File: config.mk
export PLATFORM = sky130hd
export DESIGN_NAME = vx_fp_bf16_div_ctrl
export DESIGN_NICKNAME = d
export VERILOG_FILES = /design/src/rtl/vx_fp_bf16_pkg.sv /design/src/rtl/vx_fp_bf16_div_iter.sv /design/src/rtl/vx_fp_bf16_div_ctrl.sv
export SDC_FILE = /design/constraint.sdc
export NUM_CORES = 1
export LEC_CHECK = 0
export BUFFER_PORTS_ARGS = -buffer_cell sky130_fd_sc_hd__buf_2
export CAP_MARGIN = 0
export CORE_MARGIN = 8
export CORE_UTILIZATION = 54
export CTS_BUF_LIST = sky130_fd_sc_hd__clkbuf_4
export DETAILED_ROUTE_END_ITERATION = 12
export PLACE_DENSITY = 0.82
export SYNTH_ARGS = -nofsm -noshare
export SYNTH_HDL_FRONTEND = slang
export SYNTH_SLANG_ARGS = --single-unit
File: constraint.sdc
create_clock -name clk -period 5.3 [get_ports clk]
set_input_delay 1.06 -clock clk [delete_from_list [all_inputs] [get_ports clk]]
set_output_delay 1.06 -clock clk [all_outputs]
set_load 0.005 [all_outputs]
File: src/rtl/vx_fp_bf16_pkg.sv
// Shared types and constants for the BF16 divide sequencer.
package vx_fp_bf16_pkg;

  localparam int INST_FRM_BITS = 3;

  localparam int          BF16_EXP_BIAS = 127;
  localparam logic [15:0] BF16_QNAN     = 16'h7FC0;
  localparam logic [14:0] BF16_MAXF     = 15'h7F7F;

  // Rounding-mode encodings carried on frm
  localparam logic [INST_FRM_BITS-1:0] FRM_RNE = 3'd0;
  localparam logic [INST_FRM_BITS-1:0] FRM_RTZ = 3'd1;
  localparam logic [INST_FRM_BITS-1:0] FRM_RDN = 3'd2;
  localparam logic [INST_FRM_BITS-1:0] FRM_RUP = 3'd3;
  localparam logic [INST_FRM_BITS-1:0] FRM_RMM = 3'd4;

  typedef enum logic [2:0] {
    ST_IDLE  = 3'd0,
    ST_SETUP = 3'd1,
    ST_ITER  = 3'd2,
    ST_ROUND = 3'd3,
    ST_PACK  = 3'd4,
    ST_DONE  = 3'd5
  } div_state_e;

  // Bit order matches the RISC-V fflags CSR: {NV, DZ, OF, UF, NX}
  typedef struct packed {
    logic nv;
    logic dz;
    logic of;
    logic uf;
    logic nx;
  } fflags_t;

endpackage

File: src/rtl/vx_fp_bf16_div_iter.sv
// Single-lane restoring mantissa divider: one quotient bit per step, 9 steps.
module vx_fp_bf16_div_iter (
  input  logic       clk,
  input  logic       reset,
  input  logic       load,
  input  logic       step,
  input  logic [8:0] ma,
  input  logic [7:0] mb,
  output logic [9:0] q,
  output logic       sticky,
  output logic       done
);

  logic [8:0] rem_q;
  logic [9:0] q_q;
  logic [7:0] mb_q;
  logic [3:0] cnt_q;
  logic [8:0] rem_sh;
  logic       ge;

  // The remainder is always below mb (< 256), so the shifted value fits 9 bits
  assign rem_sh = {rem_q[7:0], 1'b0};
  assign ge     = (rem_sh >= {1'b0, mb_q});

  // Load seeds rem = ma - mb with q = 1; each step is a compare-subtract-shift
  always_ff @(posedge clk) begin
    if (!reset) begin
      rem_q <= '0;
      q_q   <= '0;
      mb_q  <= '0;
      cnt_q <= '0;
    end else if (load) begin
      rem_q <= ma - {1'b0, mb};
      q_q   <= 10'd1;
      mb_q  <= mb;
      cnt_q <= 4'd8;
    end else if (step) begin
      rem_q <= ge ? (rem_sh - {1'b0, mb_q}) : rem_sh;
      q_q   <= {q_q[8:0], ge};
      if (cnt_q != 4'd0) cnt_q <= cnt_q - 4'd1;
    end
  end

  assign q      = q_q;
  assign sticky = (rem_q != 9'd0);
  // High while the final step is being taken
  assign done   = (cnt_q == 4'd0);

endmodule

File: src/rtl/vx_fp_bf16_div_ctrl.sv
// Warp-wide BF16 divide sequencer sharing one iterative divider across lanes.
// Handshakes: a transfer happens on a rising edge where valid and ready are
// both high; valid_out holds with result/fflags/tag_out stable until taken.
module vx_fp_bf16_div_ctrl
  import vx_fp_bf16_pkg::*;
#(
  parameter int TAGW  = 1,
  parameter int LANES = 4
) (
  input  logic                     clk,
  input  logic                     reset,
  input  logic                     valid_in,
  output logic                     ready_in,
  input  logic [TAGW-1:0]          tag_in,
  input  logic [INST_FRM_BITS-1:0] frm,
  input  logic [LANES*32-1:0]      dataa,
  input  logic [LANES*32-1:0]      datab,
  output logic [LANES*32-1:0]      result,
  output logic                     has_fflags,
  output fflags_t [LANES-1:0]      fflags,
  output logic [TAGW-1:0]          tag_out,
  output logic                     valid_out,
  input  logic                     ready_out,
  output div_state_e               dbg_state
);

  localparam int LIDX_W = (LANES > 1) ? $clog2(LANES) : 1;
  localparam logic [LIDX_W-1:0] LAST_LANE = LIDX_W'(LANES - 1);

  div_state_e               state_q;
  logic [LIDX_W-1:0]        lane_q;
  logic [LANES*16-1:0]      a_q, b_q;
  logic [INST_FRM_BITS-1:0] frm_q;
  logic                     sign_q;
  logic [9:0]               exp_q;
  logic [15:0]              res_lane_q;
  fflags_t                  flg_lane_q;

  logic [LANES*16-1:0] a_hi, b_hi;
  logic                unused_low;
  logic [15:0]         a_h, b_h;

  assign has_fflags = 1'b1;
  assign dbg_state  = state_q;

  // Keep only the BF16 halves of the incoming operands
  always_comb begin
    a_hi       = '0;
    b_hi       = '0;
    unused_low = 1'b0;
    for (int i = 0; i < LANES; i++) begin
      a_hi[i*16 +: 16] = dataa[i*32+16 +: 16];
      b_hi[i*16 +: 16] = datab[i*32+16 +: 16];
      unused_low = unused_low ^ (^dataa[i*32 +: 16]) ^ (^datab[i*32 +: 16]);
    end
  end

  // Select the operands of the lane currently being processed
  always_comb begin
    a_h = '0;
    b_h = '0;
    for (int i = 0; i < LANES; i++) begin
      if (lane_q == LIDX_W'(i)) begin
        a_h = a_q[i*16 +: 16];
        b_h = b_q[i*16 +: 16];
      end
    end
  end

  logic       sa, sb, sign_r;
  logic [7:0] ea, eb;
  logic [6:0] fa, fb;
  logic       a_zero, b_zero, a_inf, b_inf, a_nan, b_nan;

  assign sa = a_h[15];
  assign sb = b_h[15];
  assign ea = a_h[14:7];
  assign eb = b_h[14:7];
  assign fa = a_h[6:0];
  assign fb = b_h[6:0];
  // Exponent 0 covers both zero and subnormal, so subnormals flush to zero
  assign a_zero = (ea == 8'h00);
  assign b_zero = (eb == 8'h00);
  assign a_inf  = (ea == 8'hFF) && (fa == 7'd0);
  assign b_inf  = (eb == 8'hFF) && (fb == 7'd0);
  assign a_nan  = (ea == 8'hFF) && (fa != 7'd0);
  assign b_nan  = (eb == 8'hFF) && (fb != 7'd0);
  assign sign_r = sa ^ sb;

  logic        is_special;
  logic [15:0] sp_res;
  fflags_t     sp_flg;

  // Special-operand resolution in priority order
  always_comb begin
    is_special = 1'b1;
    sp_res     = '0;
    sp_flg     = '0;
    if (a_nan || b_nan) begin
      sp_res    = BF16_QNAN;
      sp_flg.nv = (a_nan && !fa[6]) || (b_nan && !fb[6]);
    end else if ((a_inf && b_inf) || (a_zero && b_zero)) begin
      sp_res    = BF16_QNAN;
      sp_flg.nv = 1'b1;
    end else if (b_zero) begin
      sp_res    = {sign_r, 8'hFF, 7'h00};
      sp_flg.dz = 1'b1;
    end else if (a_inf) begin
      sp_res = {sign_r, 8'hFF, 7'h00};
    end else if (a_zero || b_inf) begin
      sp_res = {sign_r, 15'h0000};
    end else begin
      is_special = 1'b0;
    end
  end

  logic [7:0] ma, mb;
  logic       m_lt;
  logic [8:0] ma_n;
  logic [9:0] e_calc;

  // Pre-normalise so the quotient always lands in [1, 2)
  assign ma     = {1'b1, fa};
  assign mb     = {1'b1, fb};
  assign m_lt   = (ma < mb);
  assign ma_n   = m_lt ? {ma, 1'b0} : {1'b0, ma};
  assign e_calc = {2'b00, ea} - {2'b00, eb} + 10'(BF16_EXP_BIAS) - {9'd0, m_lt};

  logic [9:0] iq;
  logic       isticky, idone, iload, istep;
  logic       unused_q9;

  assign iload     = (state_q == ST_SETUP) && !is_special;
  assign istep     = (state_q == ST_ITER);
  assign unused_q9 = iq[9];

  vx_fp_bf16_div_iter u_iter (
    .clk    (clk),
    .reset  (reset),
    .load   (iload),
    .step   (istep),
    .ma     (ma_n),
    .mb     (mb),
    .q      (iq),
    .sticky (isticky),
    .done   (idone)
  );

  logic        inexact, inc, to_inf;
  logic [7:0]  mant_sum;
  logic [9:0]  e_rnd;
  logic [15:0] rnd_res;
  fflags_t     rnd_flg;

  // Round the 10-bit quotient and detect overflow/underflow on the final exponent
  always_comb begin
    rnd_res  = '0;
    rnd_flg  = '0;
    inexact  = iq[1] | iq[0] | isticky;
    inc      = 1'b0;
    to_inf   = 1'b1;
    case (frm_q)
      FRM_RTZ: begin inc = 1'b0;               to_inf = 1'b0;    end
      FRM_RDN: begin inc = inexact & sign_q;   to_inf = sign_q;  end
      FRM_RUP: begin inc = inexact & ~sign_q;  to_inf = ~sign_q; end
      FRM_RMM: begin inc = iq[1];              to_inf = 1'b1;    end
      default: begin inc = iq[1] & (iq[0] | isticky | iq[2]); to_inf = 1'b1; end
    endcase
    mant_sum = {1'b0, iq[8:2]} + {7'd0, inc};
    e_rnd    = exp_q + {9'd0, mant_sum[7]};
    if ($signed(e_rnd) >= 10'sd255) begin
      rnd_flg.of = 1'b1;
      rnd_flg.nx = 1'b1;
      rnd_res    = to_inf ? {sign_q, 8'hFF, 7'h00} : {sign_q, BF16_MAXF};
    end else if ($signed(e_rnd) <= 10'sd0) begin
      rnd_flg.uf = 1'b1;
      rnd_flg.nx = 1'b1;
      rnd_res    = {sign_q, 15'h0000};
    end else begin
      rnd_flg.nx = inexact;
      rnd_res    = {sign_q, e_rnd[7:0], mant_sum[6:0]};
    end
  end

  // Sequencer FSM with registered handshake outputs and per-lane result demux
  always_ff @(posedge clk) begin
    if (!reset) begin
      state_q    <= ST_IDLE;
      ready_in   <= 1'b1;
      valid_out  <= 1'b0;
      result     <= '0;
      fflags     <= '0;
      tag_out    <= '0;
      lane_q     <= '0;
      a_q        <= '0;
      b_q        <= '0;
      frm_q      <= '0;
      sign_q     <= 1'b0;
      exp_q      <= '0;
      res_lane_q <= '0;
      flg_lane_q <= '0;
    end else begin
      case (state_q)
        ST_IDLE: begin
          if (valid_in && ready_in) begin
            a_q      <= a_hi;
            b_q      <= b_hi;
            frm_q    <= frm;
            tag_out  <= tag_in;
            result   <= '0;
            fflags   <= '0;
            lane_q   <= '0;
            ready_in <= 1'b0;
            state_q  <= ST_SETUP;
          end
        end
        ST_SETUP: begin
          sign_q <= sign_r;
          exp_q  <= e_calc;
          if (is_special) begin
            res_lane_q <= sp_res;
            flg_lane_q <= sp_flg;
            state_q    <= ST_PACK;
          end else begin
            state_q <= ST_ITER;
          end
        end
        ST_ITER: begin
          if (idone) state_q <= ST_ROUND;
        end
        ST_ROUND: begin
          res_lane_q <= rnd_res;
          flg_lane_q <= rnd_flg;
          state_q    <= ST_PACK;
        end
        ST_PACK: begin
          for (int i = 0; i < LANES; i++) begin
            if (lane_q == LIDX_W'(i)) begin
              result[i*32+16 +: 16] <= res_lane_q;
              fflags[i]             <= flg_lane_q;
            end
          end
          if (lane_q == LAST_LANE) begin
            valid_out <= 1'b1;
            state_q   <= ST_DONE;
          end else begin
            lane_q  <= lane_q + LIDX_W'(1);
            state_q <= ST_SETUP;
          end
        end
        ST_DONE: begin
          if (ready_out) begin
            valid_out <= 1'b0;
            ready_in  <= 1'b1;
            state_q   <= ST_IDLE;
          end
        end
        default: begin
          state_q   <= ST_IDLE;
          ready_in  <= 1'b1;
          valid_out <= 1'b0;
        end
      endcase
    end
  end

endmodule

==> results.yml <==
run_status:
  status: "finished clean"
sta:
  drv_slew: 0
  setup_viol: 0
  min_period_ns: 4.99
  max_freq_ghz: 0.201
  final.period_utilization_pct: 94.1
  relSlewSlack_pct: 25.9
  fin_tns_setup_ns: 0
  finalHoldViolations: 0
  tightest_slew_ns: 1.10
  fin_skew_ns: 0.0721
power_and_ir_drop:
  pwr-share-clk_pct: 26.7
  switching_share_pct: 37.9
  p_switching_mw: 2.57
  p_int_mw: 4.22
  p_comb_share_pct: 36.1
  sequentialPowerShare_pct: 37.2
  p_per_area_mw_per_mm2: 407
  irDropWorstVdd_v: 0.000234
  leakagePower_nw: 6.77
floorplanning:
  die_h_um: 181
  start_util_pct: 54.9
  rows: 60
  core_area_mm2: 0.0270
  ios: 419
  die_area_mm2: 0.0329
  fp.dieW_um: 181
yosys:
  ys_warn_count: 0
  postSynth.asyncResetShare_pct: 0
  yosys-top-cells-area: "dfxtp_1 (39%), nand2_1 (12%), a21oi_1 (9.5%)"
  avgSynthCellArea_um2: 7.73
  synth-main-ff-cell: "dfxtp_1"
  yosys-top-cells-count: "nand2_1 (489), dfxtp_1 (285), a21oi_1 (282)"
  synth_seq_cells: 285
  synth_edf_count: 0
  yosysMostFrequentCell: "nand2_1"
  synth_top_area_share_pct: 38.6
  netlist_instances: 1912
  ys_seq_area_share_pct: 38.6
  yosysTopAreaCell: "dfxtp_1"
  synthesis.area_mm2: 0.0148
  yosysUniqueCellTypes: 88
worst_setup_path:
  critPathRequiredTime_ns: 5.87
  r2r_cells: 25
  worst-setup-path-type: "reg -> reg"
  r2r_start: "lane_q[0]"
  cp-end-kind: "register"
  timing.rr.end: "u_iter.rem_q[6]"
  r2r_setup_slack_ns: 0.31
  startpoint_type: "register"
  cp_max_fo: 12
  critPathArrivalTime_ns: 5.56
cts:
  cts_tree: "built"
  clk_latency_ns: 0.72
  clk_pin_slew_ns: 0.07
  hold_buffers: 0
  cts-buffers-inserted: 74
  htreeDepth: 3
  cts_root_buffer: "clkbuf_4"
  clk_path_buf_depth: 3
  cts_num_sinks: 285
routing:
  drtIter0Drc: 1205
  drtAntennaViolNets: 0
  routed_via_density: 5.65
  wl_per_cell_um: 16.6
  wl_um: 41400
  first_pass_iters: 5
  num_vias: 14107
  drc: 0
placement:
  gp_congestion: 0.904
  port_buffers: 225
  dpl_cell_area_mm2: 0.0157
  hpwl_um: 29100
worst_hold_path:
  hp-class: "reg -> reg"
  holdPathStages: 2
  min_to: "result[80]"
  hold_start: "result[80]"
final_layout:
  drive_gt1_share_pct: 19.4
  fin_util_pct: 61.9
  final.fill_count: 2366
  area_growth_pct: 12.9
  stdcell_area_mm2: 0.0167
  nNetsFinal: 2427
flow_run:
  maxCapViolCount: 0
global_route:
  antenna_found_initial: 4
  grt_pass1_vias: 13094
  grt_pass1_wl_um: 65600
  track_usage_pct: 23.7
  grt_max_degree: 141
  grt_overflow: 0
## layout make-up
type	count	area (um^2)	area share (%)
multi-input combinational	1445	8090	48.5
timing repair buffer	261	1420	8.49
tap	341	427	2.56
inverter	45	174	1.04
clock inverter	18	115	0.690
clock buffer	100	751	4.50
antenna	4	10.0	0.0600
sequential	285	5710	34.2
## through the flow
stage,cells,setup slack (ns),total power [mW],hold slack [ns]
floorplan,1975,0.507,4.45,0.431
global placement,2370,0.369,4.89,0.435
detailed placement,2370,0.199,4.97,0.442
CTS,2488,0.157,6.79,0.449
global route,2498,-0.0193,7.23,0.463
finish,2499,0.313,6.79,0.448
## flip-flops by register name, summed over array words and instances, names as in the netlist, 2 cells and up
| register | count |
|---|---|
| res_lane_q | 16 |
| u_iter.rem_q | 9 |
| u_iter.cnt_q | 4 |
| u_iter.q | 9 |
| exp_q | 10 |
| frm_q | 3 |
| b_q | 64 |
| flg_lane_q | 5 |
| result | 64 |
| fflags | 20 |
| u_iter.mb_q | 8 |
| lane_q | 2 |
| dbg_state | 3 |
| a_q | 64 |
## worst max path at each step
stage	from	end	slack (ns)
2_1_floorplan	lane_q[0]	exp_q[9]	0.51
3_3_place_gp	lane_q[0]	exp_q[9]	0.37
3_5_place_dp	lane_q[0]	exp_q[9]	0.20
4_1_cts	lane_q[0]	exp_q[9]	0.16
5_1_grt	lane_q[0]	u_iter.rem_q[7]	-0.02
6_report	lane_q[0]	u_iter.rem_q[6]	0.31
## power by group through the flow
stage          Clock, mW  Combinational [mW]  Sequential, mW
2_1_floorplan          0                1.98            2.47
3_3_place_gp           0                2.33            2.56
3_5_place_dp           0                2.41            2.57
4_1_cts             1.85                2.42            2.52
5_1_grt             1.97                2.71            2.55
6_report            1.81                2.45            2.52
## critical path, stage by stage (launching register included)
cell	delay, ns
dfxtp_1	0.50
inv_1	0.18
ha_4	0.25
buf_4	0.15
nor2_4	0.10
buf_4	0.15
o211a_1	0.17
or2_2	0.15
inv_1	0.05
ha_1	0.29
nand3_1	0.10
nand2_1	0.10
a31oi_1	0.11
o21ai_2	0.32
buf_4	0.22
nand2_1	0.08
ha_1	0.21
fa_1	0.40
nand2b_1	0.15
a21boi_0	0.24
o21ai_0	0.15
nand2b_1	0.09
a21oi_1	0.07
xor2_1	0.16
mux2_1	0.31
a31oi_1	0.16
## per-layer routing
layer  vias to the layer above  share of wire [%]  track usage (%)
li1                       6872                  -                -
met1                      6519                 42             29.8
met2                       607                 47             38.7
met3                       109                7.8             5.55
met4                         0                3.0             9.64
met5                         -                  0                0
## cell usage in the layout (no fill, tap or decap), types with 6 or more instances in the layout
cell type | Yosys | routed
nand2b_1 | 26 | 26
conb_1 | 2 | 65
and2_1 | 6 | 6
or2_1 | 7 | 7
inv_1 | 44 | 44
o21a_1 | 7 | 7
a211oi_1 | 10 | 10
o31ai_1 | 6 | 6
mux2i_1 | 30 | 30
xnor2_1 | 27 | 27
clkbuf_4 | 1 | 100
nor2_1 | 84 | 83
nor2b_1 | 11 | 11
a21o_1 | 15 | 15
nand3_1 | 19 | 19
nor3_1 | 16 | 15
a22o_1 | 6 | 6
nand2_1 | 489 | 489
o22ai_1 | 12 | 12
a21oi_1 | 282 | 281
xor2_1 | 14 | 14
o21ai_0 | 32 | 32
ha_1 | 47 | 43
o21ai_1 | 10 | 10
nand4_1 | 90 | 90
a31oi_1 | 13 | 13
buf_2 | 11 | 225
o211a_1 | 21 | 21
clkinv_1 | 1 | 11
buf_4 | 72 | 33
dfxtp_1 | 285 | 284
## logic make-up (layout without fill, tap and decap cells)
logic type                 count (synthesis)  after routing  share of synthesized area [%]
buffers and inverters                    245            424                           8.76
AOI/OAI and AO/OA                        457            457                           18.6
and+or+nand+nor                          797            797                           24.7
muxes                                     34             34                           2.34
other                                      2             69                         0.0508
DFF                                      285            285                           38.6
adders and majority gates                 51             51                           4.52
xor gates and xnor gates                  41             41                           2.43
## what timing repair did
action                     in CTS  in global routing
setup endpoints to repair       0                  5
setup buffers                   0                  7
resized for setup               0                  5
(Power assumes the default switching activity.)
